===== src/rtl/alu_mult_div.sv =====
// alu_mult_div: multi-cycle EX-stage ALU for the MIPS datapath.
//   Single-cycle logic/arith ops produce a registered result one cycle after
//   acceptance. MULT/MULTU/DIV/DIVU run an iterative shift-add / restoring
//   divide on operand magnitudes and write HI/LO. MFHI/MFLO read them back.
//   Optional feature macro: ALU_OVF_EN adds a registered signed-overflow flag.
// Ports:
//   clk, rst_n          clock, synchronous active-low reset
//   inicio, ALUcontrol  request strobe and 4-bit op code
//   entradaA, entradaB  operands (captured at acceptance)
//   ocupado             high while a MULT/DIV is in flight
//   pronto              one-cycle completion pulse
//   ALUsaida, Zero      registered result and its zero flag
//   hi, lo              HI/LO registers
//   overflow            (ALU_OVF_EN only) signed ADD/SUB overflow
module alu_mult_div #(
  parameter int WIDTH = 32
) (
  input  logic             clk,
  input  logic             rst_n,
  input  logic             inicio,
  input  logic [3:0]       ALUcontrol,
  input  logic [WIDTH-1:0] entradaA,
  input  logic [WIDTH-1:0] entradaB,
  output logic             ocupado,
  output logic             pronto,
  output logic [WIDTH-1:0] ALUsaida,
  output logic             Zero,
  output logic [WIDTH-1:0] hi,
  output logic [WIDTH-1:0] lo
`ifdef ALU_OVF_EN
  ,
  output logic             overflow
`endif
);

  localparam int CW = $clog2(WIDTH);
  localparam logic [CW-1:0] LAST = CW'(WIDTH - 1);

  localparam logic [1:0] OCIOSO = 2'd0;
  localparam logic [1:0] MULT   = 2'd1;
  localparam logic [1:0] DIV    = 2'd2;
  localparam logic [1:0] AJUSTE = 2'd3;

  localparam logic [3:0] OP_AND  = 4'b0000;
  localparam logic [3:0] OP_OR   = 4'b0001;
  localparam logic [3:0] OP_XOR  = 4'b0011;
  localparam logic [3:0] OP_NOR  = 4'b1100;
  localparam logic [3:0] OP_ADD  = 4'b0010;
  localparam logic [3:0] OP_SUB  = 4'b0110;
  localparam logic [3:0] OP_SLT  = 4'b0111;
  localparam logic [3:0] OP_SLTU = 4'b0101;
  localparam logic [3:0] OP_MFHI = 4'b1101;
  localparam logic [3:0] OP_MFLO = 4'b1110;

  logic [1:0]       state;
  logic [CW-1:0]    cnt;
  logic [WIDTH-1:0] acc_hi, acc_lo;  // product, or remainder/quotient
  logic [WIDTH-1:0] m_r;             // multiplicand or divisor magnitude
  logic [WIDTH-1:0] opa_r;           // raw dividend, needed for divide-by-zero
  logic             na_r, nb_r, mul_r;

  // ---------------- request decode ----------------
  logic             is_long, long_sgn, in_na, in_nb;
  logic [WIDTH-1:0] in_mag_a, in_mag_b;
  assign is_long  = (ALUcontrol[3:2] == 2'b10);
  assign long_sgn = ~ALUcontrol[0];
  assign in_na    = long_sgn & entradaA[WIDTH-1];
  assign in_nb    = long_sgn & entradaB[WIDTH-1];
  assign in_mag_a = in_na ? (~entradaA + 1'b1) : entradaA;
  assign in_mag_b = in_nb ? (~entradaB + 1'b1) : entradaB;

  // ---------------- single-cycle ops ----------------
  logic [WIDTH-1:0] sum, dif, res;
  assign sum = entradaA + entradaB;
  assign dif = entradaA - entradaB;

  always_comb begin
    res = '0;
    case (ALUcontrol)
      OP_AND:  res = entradaA & entradaB;
      OP_OR:   res = entradaA | entradaB;
      OP_XOR:  res = entradaA ^ entradaB;
      OP_NOR:  res = ~(entradaA | entradaB);
      OP_ADD:  res = sum;
      OP_SUB:  res = dif;
      OP_SLT:  res = {{(WIDTH-1){1'b0}}, ($signed(entradaA) < $signed(entradaB))};
      OP_SLTU: res = {{(WIDTH-1){1'b0}}, (entradaA < entradaB)};
      OP_MFHI: res = hi;
      OP_MFLO: res = lo;
      default: res = '0;
    endcase
  end

`ifdef ALU_OVF_EN
  logic ovf;
  always_comb begin
    ovf = 1'b0;
    if (ALUcontrol == OP_ADD)
      ovf = (entradaA[WIDTH-1] == entradaB[WIDTH-1]) && (sum[WIDTH-1] != entradaA[WIDTH-1]);
    else if (ALUcontrol == OP_SUB)
      ovf = (entradaA[WIDTH-1] != entradaB[WIDTH-1]) && (dif[WIDTH-1] != entradaA[WIDTH-1]);
  end
`endif

  // ---------------- iteration datapath ----------------
  // Shift-add: multiplier sits in acc_lo, LSB selects whether to add the
  // multiplicand into the upper half, then the whole pair shifts right.
  logic [WIDTH:0] mul_sum;
  assign mul_sum = {1'b0, acc_hi} + {1'b0, (acc_lo[0] ? m_r : '0)};

  // Restoring divide: dividend shifts out of acc_lo into the remainder,
  // quotient bits shift into acc_lo from the bottom.
  logic [WIDTH:0]   div_shift;
  logic             div_ge;
  logic [WIDTH-1:0] div_rem;
  assign div_shift = {acc_hi, acc_lo[WIDTH-1]};
  assign div_ge    = (div_shift >= {1'b0, m_r});
  assign div_rem   = div_shift[WIDTH-1:0] - m_r;  // exact: true difference < divisor

  // ---------------- sign fix-up ----------------
  logic [2*WIDTH-1:0] prod, prod_neg;
  logic [WIDTH-1:0]   q_neg, r_neg;
  assign prod     = {acc_hi, acc_lo};
  assign prod_neg = ~prod + 1'b1;
  assign q_neg    = ~acc_lo + 1'b1;
  assign r_neg    = ~acc_hi + 1'b1;

  assign ocupado = (state != OCIOSO);
  assign Zero    = (ALUsaida == '0);

  always_ff @(posedge clk) begin
    if (!rst_n) begin
      state    <= OCIOSO;
      cnt      <= '0;
      acc_hi   <= '0;
      acc_lo   <= '0;
      m_r      <= '0;
      opa_r    <= '0;
      na_r     <= 1'b0;
      nb_r     <= 1'b0;
      mul_r    <= 1'b0;
      ALUsaida <= '0;
      hi       <= '0;
      lo       <= '0;
      pronto   <= 1'b0;
`ifdef ALU_OVF_EN
      overflow <= 1'b0;
`endif
    end else begin
      pronto <= 1'b0;
      case (state)
        OCIOSO: if (inicio) begin
`ifdef ALU_OVF_EN
          overflow <= is_long ? 1'b0 : ovf;
`endif
          if (is_long) begin
            state  <= ALUcontrol[1] ? DIV : MULT;
            cnt    <= '0;
            opa_r  <= entradaA;
            na_r   <= in_na;
            nb_r   <= in_nb;
            mul_r  <= ~ALUcontrol[1];
            acc_hi <= '0;
            if (ALUcontrol[1]) begin
              m_r    <= in_mag_b;
              acc_lo <= in_mag_a;
            end else begin
              m_r    <= in_mag_a;
              acc_lo <= in_mag_b;
            end
          end else begin
            ALUsaida <= res;
            pronto   <= 1'b1;
          end
        end
        MULT: begin
          {acc_hi, acc_lo} <= {mul_sum, acc_lo[WIDTH-1:1]};
          cnt <= cnt + CW'(1);
          if (cnt == LAST) state <= AJUSTE;
        end
        DIV: begin
          acc_hi <= div_ge ? div_rem : div_shift[WIDTH-1:0];
          acc_lo <= {acc_lo[WIDTH-2:0], div_ge};
          cnt    <= cnt + CW'(1);
          if (cnt == LAST) state <= AJUSTE;
        end
        AJUSTE: begin
          if (mul_r) begin
            {hi, lo} <= (na_r ^ nb_r) ? prod_neg : prod;
          end else if (m_r == '0) begin
            lo <= '1;
            hi <= opa_r;
          end else begin
            // Quotient truncates toward zero; remainder follows the dividend.
            lo <= (na_r ^ nb_r) ? q_neg : acc_lo;
            hi <= na_r ? r_neg : acc_hi;
          end
          pronto <= 1'b1;
          state  <= OCIOSO;
        end
        default: state <= OCIOSO;
      endcase
    end
  end

endmodule


===== config.mk =====
export PLATFORM = sky130hd
export DESIGN_NAME = alu_mult_div
export DESIGN_NICKNAME = d
export VERILOG_FILES = /design/src/rtl/alu_mult_div.sv
export SDC_FILE = /design/constraint.sdc
export NUM_CORES = 1
export LEC_CHECK = 0
export CAP_MARGIN = 0
export CORE_MARGIN = 4
export CORE_UTILIZATION = 50
export DETAILED_ROUTE_END_ITERATION = 10
export GPL_TIMING_DRIVEN = 1
export PLACE_DENSITY = 0.8
export SLEW_MARGIN = 20
export SYNTH_ARGS = -nofsm -noshare
export SYNTH_HDL_FRONTEND = slang
export SYNTH_SLANG_ARGS = --single-unit

===== constraint.sdc =====
create_clock -name clk -period 5.92 [get_ports clk]
set_input_delay 1.48 -clock clk [delete_from_list [all_inputs] [get_ports clk]]
set_output_delay 1.48 -clock clk [all_outputs]
set_load 0.02 [all_outputs]

==> results.sh <==
export IMPL_viasPerCell=6.61
export IMPL_netlist_top_cells_area="dfxtp_1, ha_1, a21oi_1"
export IMPL_drtIter0Drc=3429
export IMPL_power_leakage_uw=0.0100
export IMPL_cts_tree="yes"
export IMPL_setup_viol=0
export IMPL_die_h_um=219
export IMPL_hold_buffers=0
export IMPL_rows=77
export IMPL_syn_inst=3166
export IMPL_drtAntennaViolNets=0
export IMPL_num_io_pins=170
export IMPL_final_cells=3822
export IMPL_place_gp_congestion=1.05
export IMPL_p_clk_frac=0.257
export IMPL_crit_path_start="entradaB[18]"
export IMPL_vias=25300
export IMPL_path_max_fanout=10
export IMPL_critPathCaptureType="flip-flop"
export IMPL_start_util=0.505
export IMPL_holdWs_ps=460
export IMPL_synth_edf_count=0
export IMPL_grt_first_pass_wirelength_mm=145
export IMPL_clock_latency_ps=600
export IMPL_wl_met1_mm=37.6
export IMPL_preCtsSetupSlack_ps=476
export IMPL_postCtsResizedCells=0
export IMPL_hp_start="opa_r[28]$_SDFFE_PN0P_"
export IMPL_hpwl_mm=74.3
export IMPL_max_slew_worst_pin_slew_ps=1170
export IMPL_seqPwrFrac=0.259
export IMPL_first_pass_iters=7
export IMPL_n_fill_cell=4263
export IMPL_yosys_most_used_dff="dfxtp_1"
export IMPL_grt_total_usage=0.389
export IMPL_p_per_area_mw_per_mm2=311
export IMPL_drc_errors=0
export IMPL_hold_end="opa_r[28]$_SDFFE_PN0P_"
export IMPL_multiInputGateArea_mm2=0.0161
export IMPL_cts_setup_buffers=0
export IMPL_synthesis_nets=3419
export IMPL_slew_headroom=0.219
export IMPL_clock_root_buffer="clkbuf_16"
export IMPL_cts_made_buffers=29
export IMPL_fin_area_mm2=0.0255
export IMPL_ys_ff_latch=235
export IMPL_rsz0062_at_grt="no"
export IMPL_r2r_setup_slack_ps=1450
export IMPL_met3_wirelength_mm=13.0
export IMPL_port_buffers=169
export IMPL_grt_overflow=0
export IMPL_top_layer="met5"
export IMPL_hold_class="flip-flop to flip-flop"
export IMPL_rr_endpoint="acc_hi[16]$_SDFFE_PN0P_"
export IMPL_synth_seq_area_share=0.211
export IMPL_dpl_cell_area_mm2=0.0244
export IMPL_grt_antenna_before_repair=3
export IMPL_rr_startpoint="acc_hi[25]$_SDFFE_PN0P_"
export IMPL_peakVddDrop_mv=0.728
export IMPL_required_ps=6410
export IMPL_fmax_ghz=0.200
export IMPL_clock_skew_ps=33.8
export IMPL_pwr_share_comb=0.484
export IMPL_routedWlPerCell_um=25.5
export IMPL_status="complete, no violations"
export IMPL_drt_total_wl_mm=97.4
export IMPL_finalHoldViolCount=0
export IMPL_nets=3459
export IMPL_async_flop_share=0
export IMPL_synth_distinct_cells=79
export IMPL_routed_wl_met2_mm=40.1
export IMPL_path_class="primary input to flip-flop"
export IMPL_clk_path_buf_depth=3
export IMPL_cap_violations=0
export IMPL_core_mm2=0.0441
export IMPL_period_share=0.843
export IMPL_die_area_mm2=0.0480
export IMPL_synth_top_area_cell="dfxtp_1"
export IMPL_rr_worst_depth=10
export IMPL_critPathArrivalTime_ps=5480
export IMPL_p_int_uw=4340
export IMPL_netlist_area_mm2=0.0223
export IMPL_min_delay_path_depth=2
export IMPL_grt_max_degree=74
export IMPL_area_delta_synth_final_pct=14.5
export IMPL_die_w_um=219
export IMPL_yosys_warnings=0
export IMPL_clk_pin_slew_worst_paths_ps=60
export IMPL_p_sw_frac=0.453
export IMPL_setup_ws_ps=927
export IMPL_cts_sinks=235
export IMPL_slew_viol_final=0
export IMPL_yosysTopAreaCellShare=0.211
export IMPL_p_sw_uw=3600
export IMPL_syn_avg_cell_area_um2=7.04
export IMPL_drive_gt1_frac=0.0567
export IMPL_period_minus_slack_ps=4990
export IMPL_place_inst=3767
export IMPL_h_tree_depth=1
export IMPL_seqCellArea_mm2=0.00471
export IMPL_startpoint_type="primary input"
export IMPL_grt_pass1_vias=22900
export IMPL_final_setup_tns_ps=0
[cell usage after synthesis, types with 41 or more instances]
library cell and n:
a211oi_1 46, a21o_1 42, a21oi_1 412, a22oi_1 80
clkbuf_1 208, dfxtp_1 235, ha_1 178, inv_1 158
nand2_1 339, nand3_1 73, nor2_1 294, nor3_1 47
nor4_1 41, o211ai_1 69, o21ai_0 260, xnor2_1 150
xor2_1 73
[metrics by stage]
stage,util,power (uW)
6_report,0.578,7950
5_1_grt,0.578,8290
4_1_cts,0.578,7810
3_5_place_dp,0.554,5770
3_3_place_gp,0.554,5750
2_1_floorplan,-,4600
[layer usage]
layer,GRT usage,vias up
met3,0.0943,371
met1,0.523,11600
met2,0.578,1784
met5,0,-
li1,-,11500
met4,0.201,4
[power groups by stage]
stage,registers (uW),clock network [uW],logic [uW]
finish,2060,2050,3850
CTS,2040,2050,3720
detailed placement,2070,0,3700
floorplan,2000,0,2600
global route,2070,2100,4110
global placement,2070,0,3680
[sequential cells by signal (all words and copies together), names as in the netlist]
name and count:
ALUsaida 32, acc_hi 32, acc_lo 32, hi 32, lo 32, m_r 32, opa_r 32, cnt 5
state 2, mul_r 1, na_r 1, nb_r 1, pronto 1
[area by class of cell]
cell class	count	share of cell area
diodes	2	0.000196
clock buffers	37	0.0320
clock inverters	16	0.0101
inverters	162	0.0239
multi-input cells	2535	0.632
flip-flops and latches	235	0.184
well taps	592	0.0290
repair buffers	243	0.0880
[kinds of logic after synthesis]
| logic type | synth area share |
|---|---|
| adders and majority gates | 0.104 |
| AOI/OAI and AO/OA | 0.313 |
| buffers and inverters | 0.0679 |
| and+or+nand+nor | 0.194 |
| DFF | 0.211 |
| xor gates and xnor gates | 0.0877 |
| muxes | 0.0229 |
[critical path: stages]
cell	delay [ps]
clkdlybuf4s50_1	570
inv_1	160
ha_1	440
or4_1	590
nor4_1	590
nand3_1	170
o21ai_0	280
a21boi_0	210
o311ai_0	300
o221ai_1	200
or3_1	320
and3_1	150
[layout by cell type, fill, tap and decap left out, drive strengths merged, types with 25 or more instances in the layout]
master / netlist / routed
nand3: 73 / 73
clkdlybuf4s50: 0 / 166
nor4: 44 / 44
inv: 159 / 164
nor3: 47 / 47
buf: 26 / 77
o211ai: 69 / 69
ha: 178 / 178
a31oi: 36 / 36
xor2: 73 / 73
nand2: 339 / 339
nand4: 25 / 25
dfxtp: 235 / 235
o21ai: 264 / 264
mux2i: 33 / 33
a21o: 42 / 42
xnor2: 150 / 150
a211oi: 46 / 46
a21oi: 412 / 412
a22oi: 80 / 80
nor2: 294 / 294
clkbuf: 208 / 37
[how the worst max path moves through the flow]
stage	endpoint	slack (ps)
floorplan	ALUsaida[29]$_SDFFE_PN0P_	1320
global placement	ALUsaida[31]$_SDFFE_PN0P_	620
detailed placement	ALUsaida[31]$_SDFFE_PN0P_	480
CTS	ALUsaida[31]$_SDFFE_PN0P_	1080
global route	ALUsaida[31]$_SDFFE_PN0P_	640
finish	ALUsaida[31]$_SDFFE_PN0P_	930
No activity file was read; power rests on OpenSTA's default activity.
